[config.mk]
export PLATFORM = sky130hd
export DESIGN_NAME = des_key_sched
export DESIGN_NICKNAME = d
export VERILOG_FILES = /design/src/rtl/des_key_sched.sv
export SDC_FILE = /design/constraint.sdc
export NUM_CORES = 1
export LEC_CHECK = 0
export BUFFER_PORTS_ARGS = -buffer_cell sky130_fd_sc_hd__buf_2
export CORE_MARGIN = 1.5
export CORE_UTILIZATION = 30
export DETAILED_ROUTE_END_ITERATION = 8
export PLACE_DENSITY = 0.57
export SLEW_MARGIN = 0
export SYNTH_ARGS = -nofsm -noshare
export SYNTH_HDL_FRONTEND = slang
export SYNTH_HIERARCHICAL = 1
export SYNTH_SLANG_ARGS = --single-unit
[constraint.sdc]
create_clock -name clk -period 6.03 [get_ports clk]
set_input_delay 0.9045 -clock clk [delete_from_list [all_inputs] [get_ports clk]]
set_output_delay 0.9045 -clock clk [all_outputs]
set_load 0.03 [all_outputs]
[src/rtl/des_key_sched.sv]
// DES key schedule: produces the sixteen 48-bit round subkeys in encrypt or decrypt order
// behind a valid/ready handshake. DES bit n of a W-bit vector lives at index [W-n].

module des_pc2 (
    input  logic [27:0] c,
    input  logic [27:0] d,
    output logic [47:0] k
);

    // Eight bits of C||D (9,18,22,25,35,38,43,54) are dropped by PC2 by design.
    logic unused_dropped;
    assign unused_dropped = ^{c[28-9], c[28-18], c[28-22], c[28-25],
                              d[28-7], d[28-10], d[28-15], d[28-26]};

    assign k = {c[28-14], c[28-17], c[28-11], c[28-24], c[28-1],  c[28-5],
                c[28-3],  c[28-28], c[28-15], c[28-6],  c[28-21], c[28-10],
                c[28-23], c[28-19], c[28-12], c[28-4],  c[28-26], c[28-8],
                c[28-16], c[28-7],  c[28-27], c[28-20], c[28-13], c[28-2],
                d[28-13], d[28-24], d[28-3],  d[28-9],  d[28-19], d[28-27],
                d[28-2],  d[28-12], d[28-23], d[28-17], d[28-5],  d[28-20],
                d[28-16], d[28-21], d[28-11], d[28-28], d[28-6],  d[28-25],
                d[28-18], d[28-14], d[28-22], d[28-8],  d[28-1],  d[28-4]};

endmodule

module des_key_sched (
    input  logic        clk,
    input  logic        rst_n,
    input  logic        start,
    input  logic        decrypt,
    input  logic [63:0] key,
    input  logic        subkey_ready,
    output logic [47:0] subkey,
    output logic        subkey_valid,
    output logic [3:0]  round,
    output logic        busy,
    output logic        done
);

    localparam logic [0:0] S_IDLE = 1'b0;
    localparam logic [0:0] S_RUN  = 1'b1;

    logic [0:0]  state_q;
    logic [27:0] c_q, d_q;
    logic [3:0]  round_q;
    logic        mode_q;
    logic        done_q;

    logic [27:0] pc1_c, pc1_d;
    logic [27:0] nxt_c, nxt_d;
    logic [3:0]  nxt_round;
    logic        shift_two;

    // Parity bits 8,16,...,64 take no part in the schedule.
    logic unused_parity;
    assign unused_parity = ^{key[56], key[48], key[40], key[32],
                             key[24], key[16], key[8],  key[0]};

    assign pc1_c = {key[64-57], key[64-49], key[64-41], key[64-33], key[64-25], key[64-17],
                    key[64-9],  key[64-1],  key[64-58], key[64-50], key[64-42], key[64-34],
                    key[64-26], key[64-18], key[64-10], key[64-2],  key[64-59], key[64-51],
                    key[64-43], key[64-35], key[64-27], key[64-19], key[64-11], key[64-3],
                    key[64-60], key[64-52], key[64-44], key[64-36]};
    assign pc1_d = {key[64-63], key[64-55], key[64-47], key[64-39], key[64-31], key[64-23],
                    key[64-15], key[64-7],  key[64-62], key[64-54], key[64-46], key[64-38],
                    key[64-30], key[64-22], key[64-14], key[64-6],  key[64-61], key[64-53],
                    key[64-45], key[64-37], key[64-29], key[64-21], key[64-13], key[64-5],
                    key[64-28], key[64-20], key[64-12], key[64-4]};

    function automatic logic [27:0] rotl(input logic [27:0] v, input logic two);
        return two ? {v[25:0], v[27:26]} : {v[26:0], v[27]};
    endfunction

    function automatic logic [27:0] rotr(input logic [27:0] v, input logic two);
        return two ? {v[1:0], v[27:2]} : {v[0], v[27:1]};
    endfunction

    // Rounds 2, 9 and 16 move by one position in both directions; all others by two.
    always_comb begin
        // NOTE: every always_comb output gets a default first so no path can infer a latch.
        nxt_c     = c_q;
        nxt_d     = d_q;
        nxt_round = round_q + 4'd1;
        shift_two = !(nxt_round == 4'd1 || nxt_round == 4'd8 || nxt_round == 4'd15);
        if (mode_q) begin
            nxt_c = rotr(c_q, shift_two);
            nxt_d = rotr(d_q, shift_two);
        end else begin
            nxt_c = rotl(c_q, shift_two);
            nxt_d = rotl(d_q, shift_two);
        end
    end

    always_ff @(posedge clk) begin
        // NOTE: sequential state uses non-blocking assignments so all registers update together.
        if (!rst_n) begin
            state_q <= S_IDLE;
            c_q     <= '0;
            d_q     <= '0;
            round_q <= '0;
            mode_q  <= 1'b0;
            done_q  <= 1'b0;
        end else begin
            done_q <= 1'b0;
            case (state_q)
                S_IDLE: begin
                    if (start) begin
                        c_q     <= decrypt ? pc1_c : rotl(pc1_c, 1'b0);
                        d_q     <= decrypt ? pc1_d : rotl(pc1_d, 1'b0);
                        mode_q  <= decrypt;
                        round_q <= 4'd0;
                        state_q <= S_RUN;
                    end
                end
                S_RUN: begin
                    // start is deliberately not looked at here, including on the final transfer.
                    if (subkey_ready) begin
                        if (round_q == 4'd15) begin
                            state_q <= S_IDLE;
                            done_q  <= 1'b1;
                        end else begin
                            c_q     <= nxt_c;
                            d_q     <= nxt_d;
                            round_q <= nxt_round;
                        end
                    end
                end
                default: state_q <= S_IDLE;
            endcase
        end
    end

    des_pc2 u_pc2 (
        .c (c_q),
        .d (d_q),
        .k (subkey)
    );

    assign subkey_valid = (state_q == S_RUN);
    assign busy         = (state_q == S_RUN);
    assign round        = round_q;
    assign done         = done_q;

endmodule

==> reports/metrics.csv <==
metric,value,unit
multi_input_area,3260,um^2
seq_area_frac_synth,23.9,%
diodes,0,
period_share,58.4,%
vias,5046,
cts-root-buf,clkbuf_16,
setup_violations,0,
synth_mux_area_share,11.0,%
cts_resized,0,
clkSlewWorstSetupHoldPaths,50,ps
io_pins,124,
fp.dieW,136,um
cts_tree,done,
ctsHoldBuffers,0,
setup_tns,0,ps
outcome,"complete, no violations",
cts_made_buffers,9,
postSynthAreaPerCell,8.19,um^2
hold_ws,586,ps
start_util,30.6,%
cap_violations,0,
synth-xor-area-share,0.166,%
yosysTopAreaCell,dfxtp_1,
wl,15.3,mm
antenna_found_initial,0,
clk_path_buf_depth,2,
fmax,284,MHz
synthTopCellsByArea,"dfxtp_1 24%, o221a_1 11%, mux2i_1 11%",
htree_num_levels,3,
final-seq-area,1270,um^2
first_pass_iters,5,
seq_power_share,36.2,%
switching_share,34.4,%
final_nets,725,
synthesis.area,5280,um^2
min_path_type,reg -> reg,
min_period,3520,ps
hold_violations,0,
grt_use_total,16.7,%
grt_overflow_total,0,
p_comb_share,25.8,%
slew_headroom,29.4,%
grt_max_degree,114,
routabilityCongestion,0.754,
cp-start-kind,register,
grt_pass1_vias,4484,
yosysWarnings,6,
drtIter0Drc,288,
ir_worst_vdd,0.146,mV
rsz0062_at_grt,false,
synth_edf_count,0,
synth_async_sr_flop_share,0,%
path_class,reg -> reg,
die_h,136,um
p_sw,0.500,mW
via_per_inst,5.71,
critPathCaptureType,register,
drc,0,
cp_max_fo,53,
clock_power_share,38.0,%
nFillCells,1827,
syn_to_final_growth,9.39,%
ant_nets,0,
clock_skew,5.93,ps
syn_nets,716,
worstSkewPairLatency,340,ps
synthDominantCellAreaShare,23.9,%
slew_viol_final,0,
die_area,18400,um^2
hpwl,9.55,mm
power.internal,0.953,mW
synthSimpleGateAreaFrac,10.1,%
coreArea,17200,um^2
cp.arrival,3800,ps
ys.flop_type,dfxtp_1,
synth-compound-area-share,39.9,%
synthAdderAreaFrac,0.712,%
synth_top_family_by_area,compound AO/OA/AOI/OAI gates,
syn_inst,644,
grt_pass1_wl,24.4,mm
cellPowerDensity,252,nW/um^2
rows,48,
wl_per_cell,17.3,um
cts_setup_buffers,0,
cp.required,6310,ps
final_util,33.5,%
drive_gt1_share,23.1,%
synth_cell_type_count,33,
synth-seq-cells,63,
cts_sinks,63,
io_buffer_count,115,
worstMarginPinSlew,1060,ps
p_leak,2.27,nW
[worst paths after layout]
check	startpoint	to	depth (start not counted)	slack, ps
min	c_q[3]	c_q[3]	1	590
max	round[0]	c_q[1]	9	2510
max reg2reg	round[0]	c_q[1]	9	2510
min reg2reg	c_q[3]	c_q[3]	1	590
[Yosys cell counts (2+ instances only)]
master    instances
a211oi_1         16
a21boi_0         27
a21boi_1          8
a21oi_1          43
a221oi_1         35
a311oi_1         21
a31o_2            5
and2_1            2
and3_1           16
buf_1             6
buf_2            11
buf_4            52
buf_6             9
clkbuf_1         45
dfxtp_1          63
ha_1              3
inv_1             4
mux2i_1          58
nand2_1          82
nand3_1           5
nor2_1            3
nor2b_1           7
o21ai_0          58
o221a_1          52
o221a_2           5
[cells in the final DEF, fill, tap and decap left out, types with 21 or more instances in the layout]
cell type,count
buf_2,114
nand2_1,82
dfxtp_1,61
mux2i_1,58
o21ai_0,58
o221a_1,52
a21oi_1,43
a221oi_1,35
a21boi_0,27
a311oi_1,21
[critical path: stages (launching register included)]
cell and delay (ps):
dfxtp_1 370, ha_1 310, and2_1 190, a21oi_1 170, o32a_4 370, and2_2 850
buf_4 440, a21oi_1 110, a221oi_1 390, o221a_1 230
[cells by family after synthesis]
kind of cell | count (synthesis)
AND/OR/NAND/NOR | 119
AO/OA/AOI/OAI | 273
multiplexers | 58
buffers and inverters | 127
adder cells (fa/ha/maj) | 3
XOR/XNOR | 1
flip-flops | 63
[flip-flops by register name, indices dropped and copies added (netlist names)]
signal,flops
busy,1
mode_q,1
d_q,28
round,4
c_q,28
done,1
[cell type report]
class	count	area share, %
repair buffers	121	11.0
inverters	4	0.260
flip-flops and latches	63	21.9
multi-input cells	454	56.5
clock inverters	3	0.694
well taps	225	4.88
clock buffers	13	4.68
[per-stage QoR]
step	instances	cell area, um^2	total power, mW	setup slack, ps
6_report	883	5770	1.45	2510
5_1_grt	883	5770	1.53	2290
4_1_cts	883	5770	1.47	2530
3_5_place_dp	867	5460	0.911	2550
3_3_place_gp	867	5460	0.908	2560
2_1_floorplan	644	5280	0.844	3630
[power by group through the flow]
stage          sequential, mW  combinational [mW]  clock (mW)
2_1_floorplan           0.505               0.339           0
3_3_place_gp            0.533               0.375           0
3_5_place_dp            0.533               0.378           0
4_1_cts                 0.524               0.379       0.570
5_1_grt                 0.534               0.412       0.583
6_report                0.526               0.376       0.552
[routing by layer]
metal	track usage (%)	share of wire, %	vias to the layer above
met2	23.3	41	138
met1	24.8	52	2433
met3	4.08	6.2	12
met4	5.02	1.1	0
li1	-	-	2463
met5	0	0	-
Power figures use the tool's default switching activity.
